### config.mk
export PLATFORM = sky130hd
export DESIGN_NAME = seq_right_shifter
export DESIGN_NICKNAME = d
export VERILOG_FILES = /design/src/rtl/seq_right_shifter.sv
export SDC_FILE = /design/constraint.sdc
export NUM_CORES = 1
export LEC_CHECK = 0
export CORE_AREA = 2 2 75 77
export CTS_CLUSTER_SIZE = 24
export DETAILED_ROUTE_END_ITERATION = 10
export DIE_AREA = 0 0 77 79
export GPL_ROUTABILITY_DRIVEN = 0
export GPL_TIMING_DRIVEN = 0
export PLACE_DENSITY = 0.69
export SLEW_MARGIN = 20
export SYNTH_ARGS = -nofsm -noshare
export SYNTH_HDL_FRONTEND = slang
export SYNTH_SLANG_ARGS = --single-unit
### constraint.sdc
create_clock -name clock -period 1.4 [get_ports clock]
set_input_delay 0.35 -clock clock [delete_from_list [all_inputs] [get_ports clock]]
set_output_delay 0.35 -clock clock [all_outputs]
set_load 0.02 [all_outputs]
### src/rtl/seq_right_shifter.sv
// seq_right_shifter: multi-cycle SRL/SRA unit, one bit per clock (four per clock when SHIFT_STEP4_EN is defined).
// Latency: done pulses N edges after the sampling edge (floor(N/4)+N%4 with SHIFT_STEP4_EN); throughput one op per latency+2 cycles.
// Backpressure: start is accepted only while ready=1; starts during SHIFT/DONE are dropped, never queued.
module seq_right_shifter #(
  parameter int WIDTH   = 32,
  parameter int SHAMT_W = 5
) (
  input  logic               clock,
  input  logic               reset,
  input  logic               start,
  input  logic [WIDTH-1:0]   data_in,
  input  logic [SHAMT_W-1:0] shamt,
  input  logic               arith,
  output logic               ready,
  output logic               busy,
  output logic               done,
  output logic [WIDTH-1:0]   result
);

  typedef enum logic [1:0] {
    IDLE  = 2'd0,
    SHIFT = 2'd1,
    DONE  = 2'd2
  } state_t;

  localparam logic [SHAMT_W-1:0] CNT_ZERO = '0;
  localparam logic [SHAMT_W-1:0] CNT_ONE  = SHAMT_W'(1);
`ifdef SHIFT_STEP4_EN
  localparam logic [SHAMT_W-1:0] CNT_FOUR = SHAMT_W'(4);
`endif

  state_t             state;
  state_t             state_nxt;
  logic [WIDTH-1:0]   shift_reg;
  logic [WIDTH-1:0]   shift_step;
  logic [SHAMT_W-1:0] count;
  logic [SHAMT_W-1:0] count_step;
  logic               mode;
  logic               fill;
  logic               accept;

  // A start is only honoured from IDLE; everything else ignores it.
  assign accept = (state == IDLE) && start;

  // Fill bit: sign bit for arithmetic shifts, zero for logical shifts.
  assign fill = mode & shift_reg[WIDTH-1];

  // One shift step of the datapath and the matching count decrement.
  always_comb begin
    shift_step = {fill, shift_reg[WIDTH-1:1]};
    count_step = count - CNT_ONE;
`ifdef SHIFT_STEP4_EN
    if (count >= CNT_FOUR) begin
      shift_step = {{4{fill}}, shift_reg[WIDTH-1:4]};
      count_step = count - CNT_FOUR;
    end
`endif
  end

  // State register; reset aborts any shift in progress.
  always_ff @(posedge clock or posedge reset) begin
    if (reset) begin
      state <= IDLE;
    end else begin
      state <= state_nxt;
    end
  end

  // Next-state logic: zero-length shifts go straight to DONE.
  always_comb begin
    state_nxt = state;
    case (state)
      IDLE: begin
        if (start) begin
          state_nxt = (shamt == CNT_ZERO) ? DONE : SHIFT;
        end
      end
      SHIFT: begin
        if (count_step == CNT_ZERO) begin
          state_nxt = DONE;
        end
      end
      DONE: begin
        state_nxt = IDLE;
      end
      default: begin
        state_nxt = IDLE;
      end
    endcase
  end

  // Output decode: status flags come straight from the state.
  always_comb begin
    ready = 1'b0;
    busy  = 1'b0;
    done  = 1'b0;
    case (state)
      IDLE:    ready = 1'b1;
      SHIFT:   busy  = 1'b1;
      DONE:    done  = 1'b1;
      default: ready = 1'b0;
    endcase
  end

  // Datapath: capture operands on accept, step while shifting, otherwise hold.
  always_ff @(posedge clock or posedge reset) begin
    if (reset) begin
      shift_reg <= '0;
      count     <= '0;
      mode      <= 1'b0;
    end else if (accept) begin
      shift_reg <= data_in;
      count     <= shamt;
      mode      <= arith;
    end else if (state == SHIFT) begin
      shift_reg <= shift_step;
      count     <= count_step;
    end
  end

  // Result holds until the next accepted start.
  assign result = shift_reg;

endmodule

==> results.ini, run 1 <==
[outcome]
run_status=finished with violations
violations=negative setup slack

[power_and_ir_drop]
power_switching_share_pct=42.56
power_report.internal_total_uw=3623
pwr-share-clk_pct=15.4
vdd_drop_max_mv=0.9114
share_seq_of_total_power_pct=35.4
post-layout-total-power_uw=6308
share_comb_of_total_power_pct=49.1
switching_power_uw=2685
power_density_mw_per_mm2=2012
power.static_leakage_uw=0.001266

[drt]
number_of_iterations_in_the_first_detailed_routing_pass=4
dr.first_iter.drc_count=105
route.vias.total=2086
wl_per_cell_um=16.02
route.detailed.drc=0
post_drt_via_cell_ratio=5.533
detail_route.wirelength_um=6038
drt.antenna.violating_nets=0

[cts]
cts-buffers-inserted=5
cts-root-buf=sky130_fd_sc_hd__clkbuf_8
clock_insertion_delay_worst_skew_ps=300
cts.sinks=40
cts-hold-fix-buffers=0
clock_tree_from_tritoncts=yes
worst_setup_hold_path_clk_slew_ps=90
ctsLongestPathBuffers=2
htreeDepth=2

[sta]
min_period_over_period_pct=113.7
hold_violations=0
worst-slew-pin-transition_ps=481.2
max_slew_margin_pct=67.92
setup_ws_ps=-192.2
finalMaxSlewViolations=0
max_freq_ghz=0.6281
report.final.setup_viol=5
setup_tns_ps=-506.9
rsz0062_at_grt=true
finalCriticalPeriod_ps=1592
skew_ps=7.266

[die]
die-height_um=79
core_mm2=0.005338
die_area_mm2=0.006083
die_w_um=77
initial_core_util_pct=37.04
core.rowCount=27
ioPinCount=76

[setup_path]
critPathMaxFanout=10
start_kind=flop
critPathCaptureType=output port
timing_worst_setup_path_type=flop to output port
worst_ep_required_time_ps=1050
worst-endpoint-arrival_ps=1240

[synthesis]
number_of_enable_type_register_cells_in_the_synthesized_netlist=0
synthesis.instances=207
synth.largest_area_cell=sky130_fd_sc_hd__dfrtp_1
synth.net_count=250
ys.flop_type=sky130_fd_sc_hd__dfrtp_1
synth-seq-area-share_pct=50.63
avgSynthCellArea_um2=9.550
netlist_top_cells_area=sky130_fd_sc_hd__dfrtp_1 (51%), sky130_fd_sc_hd__o22ai_1 (18%), sky130_fd_sc_hd__a21oi_1 (8.1%)
yosysWarningCount=0
postSynth.asyncResetShare_pct=100.0
synth.ff_latch_count=40
synthDominantCellAreaShare_pct=50.63
synth.lib_cells_used.distinct=32
syn-cell-area_mm2=0.001977

[global_routing]
first_pass_grt_wire_length_um=9756
vias_in_the_first_global_route=1997
antenna_found_initial=0
grt_use_total_pct=19.98
grt_max_degree=33
grt_overflow_total=0

[placed_design]
post-dp-hpwl_um=3893
placement.io_buffers=74
placed_area_mm2=0.002828

[cells_and_area]
post-route-cell-area_mm2=0.003136
fin_nets=347
drive_gt1_share_pct=31.48
antennaDiodeCount=0
area.growth.synth_to_final_pct=58.61

[flow_run]
cap_violations=0

[hold_path]
worstHoldPathType=input pin to asynchronous set/reset pin

-- synth_stat cells, types with 2 or more instances --
| cell type | count |
|---|---|
| sky130_fd_sc_hd__o22ai_1 | 57 |
| sky130_fd_sc_hd__dfrtp_1 | 40 |
| sky130_fd_sc_hd__a21oi_1 | 32 |
| sky130_fd_sc_hd__clkbuf_1 | 9 |
| sky130_fd_sc_hd__o21ai_0 | 9 |
| sky130_fd_sc_hd__nand2_1 | 7 |
| sky130_fd_sc_hd__nor2_1 | 7 |
| sky130_fd_sc_hd__inv_1 | 6 |
| sky130_fd_sc_hd__a22oi_1 | 5 |
| sky130_fd_sc_hd__buf_2 | 5 |
| sky130_fd_sc_hd__o22a_1 | 5 |
| sky130_fd_sc_hd__clkbuf_8 | 2 |
| sky130_fd_sc_hd__ha_1 | 2 |
| sky130_fd_sc_hd__nand3_1 | 2 |
| sky130_fd_sc_hd__nor3b_1 | 2 |
-- layer usage --
layer	wire (µm)	global-route usage [%]	up-vias
met5	0	0	-
met4	80	5.357	0
met3	341	4.091	8
met2	2839	33.95	68
met1	2777	26.13	1018
li1	-	-	992
-- power groups by stage --
stage | combinational, µW | sequential (µW) | clock [µW]
after floorplan | 1220 | 2570 | 0
after global placement | 2850 | 2180 | 0
after detailed placement | 2900 | 2190 | 0
after CTS | 2990 | 2150 | 971
after global routing | 3360 | 2330 | 1020
final | 3100 | 2240 | 974
-- worst paths after layout --
path,from,cells after the start,slack [ps],end
max in group asynchronous,reset,3,680,count[0]
min in group clock,start,4,500,result[26]
hold reg to reg,result[27],2,510,result[27]
hold / removal,reset,2,270,result[17]
setup reg to reg,count[1],6,-10,state[1]
setup / recovery,state[1],4,-190,done
-- final cells by class --
| class | instances | area [µm²] |
|---|---|---|
| flip-flops and latches | 40 | 1002 |
| well taps | 72 | 90.09 |
| plain buffers | 19 | 157.7 |
| multi-input cells | 140 | 975.9 |
| repair buffers | 90 | 765.7 |
| clock buffers | 5 | 68.82 |
| inverters | 8 | 32.53 |
| fillers | 508 | 2202 |
| clock inverters | 3 | 42.54 |
-- placed cells by master, fill, tap and decap left out, types with 6 or more instances in the layout --
master                             n
sky130_fd_sc_hd__clkdlybuf4s50_1  39
sky130_fd_sc_hd__buf_4            17
sky130_fd_sc_hd__clkbuf_2         24
sky130_fd_sc_hd__clkbuf_8          6
sky130_fd_sc_hd__o22ai_2          13
sky130_fd_sc_hd__dfrtp_1          39
sky130_fd_sc_hd__buf_6             6
sky130_fd_sc_hd__a21oi_1          32
sky130_fd_sc_hd__nand2_1           6
sky130_fd_sc_hd__o22ai_1          44
sky130_fd_sc_hd__clkdlybuf4s15_1   6
sky130_fd_sc_hd__o21ai_0           7
-- cells by family after synthesis --
logic type,count (synthesis),share of synthesized area (%)
buf+inv,27,7.025
flops,40,50.63
mux,1,0.5696
compound gates,113,34.56
simple gates,24,5.950
fa+ha+maj,2,1.266
-- critical path: stages (launching register included) --
cell	delay, ps
sky130_fd_sc_hd__dfrtp_1	400
sky130_fd_sc_hd__inv_2	100
sky130_fd_sc_hd__clkbuf_4	260
sky130_fd_sc_hd__nor2_4	60
sky130_fd_sc_hd__buf_6	130
-- through the flow --
step / utilization, % / instances / worst slack, ps / hold WS, ps
CTS: 57.81 / 375 / -161.0 / 276.8
detailed placement: 52.98 / 354 / -534.1 / 496.7
global route: 58.74 / 377 / -215.7 / 297.2
finish: 58.74 / 377 / -192.2 / 268.2
floorplan: - / 207 / 14.77 / 480.9
global placement: 52.60 / 353 / -795.2 / 489.6
-- sequential cells by signal (all words and copies together), names as in the netlist --
register	flops
state	2
count	5
mode	1
result	32
-- timing repair --
action	4_1_cts	5_1_grt
buffers inserted	13	2
gates resized for setup	85	72
endpoints found under the setup margin	38	49
pin swaps	3	3
endpoints found under the hold margin	0	0
(Power assumes the default switching activity.)
==> run 2, diff against run 1 <==
- HOLD_SLACK_MARGIN: not set -> 0.02
==> results of run 2 <==
Same layout as run 1: the final DEF is identical, and so are final timing and power.
==> run 3, diff against run 2 <==
--- a/constraint.sdc
+++ b/constraint.sdc
@@ -3,2 +3,2 @@
 set_output_delay 0.35 -clock clock [all_outputs]
-set_load 0.02 [all_outputs]
+set_load 0.1 [all_outputs]
==> run 3 against run 2 <==
Against the previous run: the flow still finishes with violations (negative setup slack); cell count unchanged; flip-flop and latch count stayed put; design area is 4.2% higher; sequential share of layout area decreased by 1.2 points; via count rose by 0.72%; die area stayed put; critical endpoint unchanged; count of clock-buffer cells in the layout rose by 2; register-to-register slack worse by 50 ps; critical path depth is the same; setup slack got worse by 79 ps; non-clock buffer count stayed put.
==> results.ini, run 3 (synthesis gave the netlist of run 1 again) <==
[global_routing]
grt_max_degree=22
first_pass_grt_wire_length_um=9984
antenna_found_initial=0
grt_overflow_total=0
grt_use_total_pct=20.38
vias_in_the_first_global_route=2033

[setup_path]
start_kind=flop
regToRegStartpoint=count[1]
cpLargestDelayFamily=buffers and inverters
worst-path-buf-inv=3
cp_cell_sequence=buf_6 -> clkbuf_16 -> nor2_4 -> buf_12
critPathMaxFanout=10
critical_path.max_stage_delay_ps=430
worst_ep_required_time_ps=1050
slowest_stage=sky130_fd_sc_hd__dfrtp_1
timing_worst_setup_path_type=flop to output port
worstSetupStartpoint=state[0]
worst-endpoint-arrival_ps=1320
critPathCaptureType=output port

[die]
die-height_um=79
core.rowCount=27
core_mm2=0.005338
initial_core_util_pct=37.04
ioPinCount=76
die_w_um=77
die_area_mm2=0.006083

[cts]
cts-root-buf=sky130_fd_sc_hd__clkbuf_8
cts-buffers-inserted=5
clock_insertion_delay_worst_skew_ps=300
ctsLongestPathBuffers=2
worst_setup_hold_path_clk_slew_ps=80
cts.sinks=40
htreeDepth=2
cts-hold-fix-buffers=0
clock_tree_from_tritoncts=yes

[cells_and_area]
drive_gt1_share_pct=32.13
most-common-layout-cells=sky130_fd_sc_hd__o22ai_1 (55), sky130_fd_sc_hd__clkdlybuf4s50_1 (39), sky130_fd_sc_hd__dfrtp_1 (37), sky130_fd_sc_hd__a21oi_1 (31), sky130_fd_sc_hd__buf_4 (28)
largest_reg_flops=32
area.growth.synth_to_final_pct=65.25
fin_nets=347
most_frequent_standard_cell_in_the_layout_excluding_fill_and_tap_cells=sky130_fd_sc_hd__o22ai_1
nFillCells=490
antennaDiodeCount=0
post-route-cell-area_mm2=0.003267

[sta]
setup_ws_ps=-271.6
max_slew_margin_pct=68.61
report.final.setup_viol=5
finalMaxSlewViolations=0
finalCriticalPeriod_ps=1672
skew_ps=7.666
worst-slew-pin-transition_ps=470.2
rsz0062_at_grt=true
max_freq_ghz=0.5982
min_period_over_period_pct=119.4
hold_violations=0

[placed_design]
dp_slack_ps=-946.6
post-dp-hpwl_um=4013
placed_area_mm2=0.002885
placement.io_buffers=74

[drt]
route.detailed.drc=0
drt.antenna.violating_nets=0
route.vias.total=2101
detail_route.wirelength_um=6150
number_of_iterations_in_the_first_detailed_routing_pass=6
dr.first_iter.drc_count=86
wl_per_cell_um=16.31
post_drt_via_cell_ratio=5.573

[hold_path]
worstHoldPathType=input pin to asynchronous set/reset pin

[outcome]
violations=negative setup slack
run_status=finished with violations

[flow_run]
cap_violations=0

==> run 3: changes by cell type in the layout (fill, tap and decap cells not counted), sizes merged <==
| cell | before | now |
|---|---|---|
| buf | 31 | 62 |
| clkbuf | 33 | 15 |
| clkdlybuf4s15 | 6 | 0 |
| clkinv | 2 | 0 |
| clkinvlp | 1 | 2 |
| dlygate4sd2 | 5 | 0 |
| inv | 7 | 6 |
==> run 3: repair_timing <==
action,CTS,global route
setup buffers,14,2
setup endpoints to repair,38,55
gates cloned,0,1
resized for setup,229,48
==> run 3: worst paths after layout <==
| check | cells past startpoint | to | slack, ps |
|---|---|---|---|
| max in group asynchronous | 3 | count[0] | 550 |
| worst min register to register | 2 | result[30] | 510 |
| worst max-delay path | 4 | done | -270 |
| min in group clock | 4 | result[26] | 500 |
| worst min-delay path | 2 | result[17] | 380 |
| worst max register to register | 5 | state[1] | -60 |
==> run 3: cell type report <==
class                           count  area [µm²]  area share, %
Multi-Input combinational cell    140       927.1          28.38
Buffer                             19       161.4          4.941
Clock inverter                      1       30.03         0.9192
Clock buffer                        7       96.34          2.949
Sequential cell                    40        1005          30.75
Tap cell                           72       90.09          2.758
Inverter                            8       37.54          1.149
Timing Repair Buffer               90       919.6          28.15
==> run 3: worst register-to-register path, stage by stage, from the launching register on <==
cell and delay (ps):
sky130_fd_sc_hd__dfrtp_1 410, sky130_fd_sc_hd__buf_6 130, sky130_fd_sc_hd__or3_1 330, sky130_fd_sc_hd__a31oi_1 170
sky130_fd_sc_hd__nor3b_2 80, sky130_fd_sc_hd__a22o_1 230
==> run 3: through the flow <==
stage | util (%) | instances | hold slack (ps) | TNS (ps)
after CTS | 57.88 | 376 | 391.1 | -1052
after detailed placement | 54.06 | 354 | 498.2 | -18330
after floorplan | - | 207 | 480.9 | -455.4
after global placement | 53.54 | 353 | 492.9 | -50000
final | 61.20 | 377 | 375.9 | -821.4
after global routing | 61.20 | 377 | 412.6 | -1416
==> run 3: per-layer routing <==
metal	GRT usage [%]	vias up	wire length [µm]
met3	5.795	10	474
met2	33.07	83	2905
met1	27.07	1014	2661
met5	0	-	0
met4	5.179	0	108
li1	-	994	-
Power of run 3 is left out: the tool's default activity adds up to more than one toggle a clock period on the data nets, which glitch-free logic cannot reach.
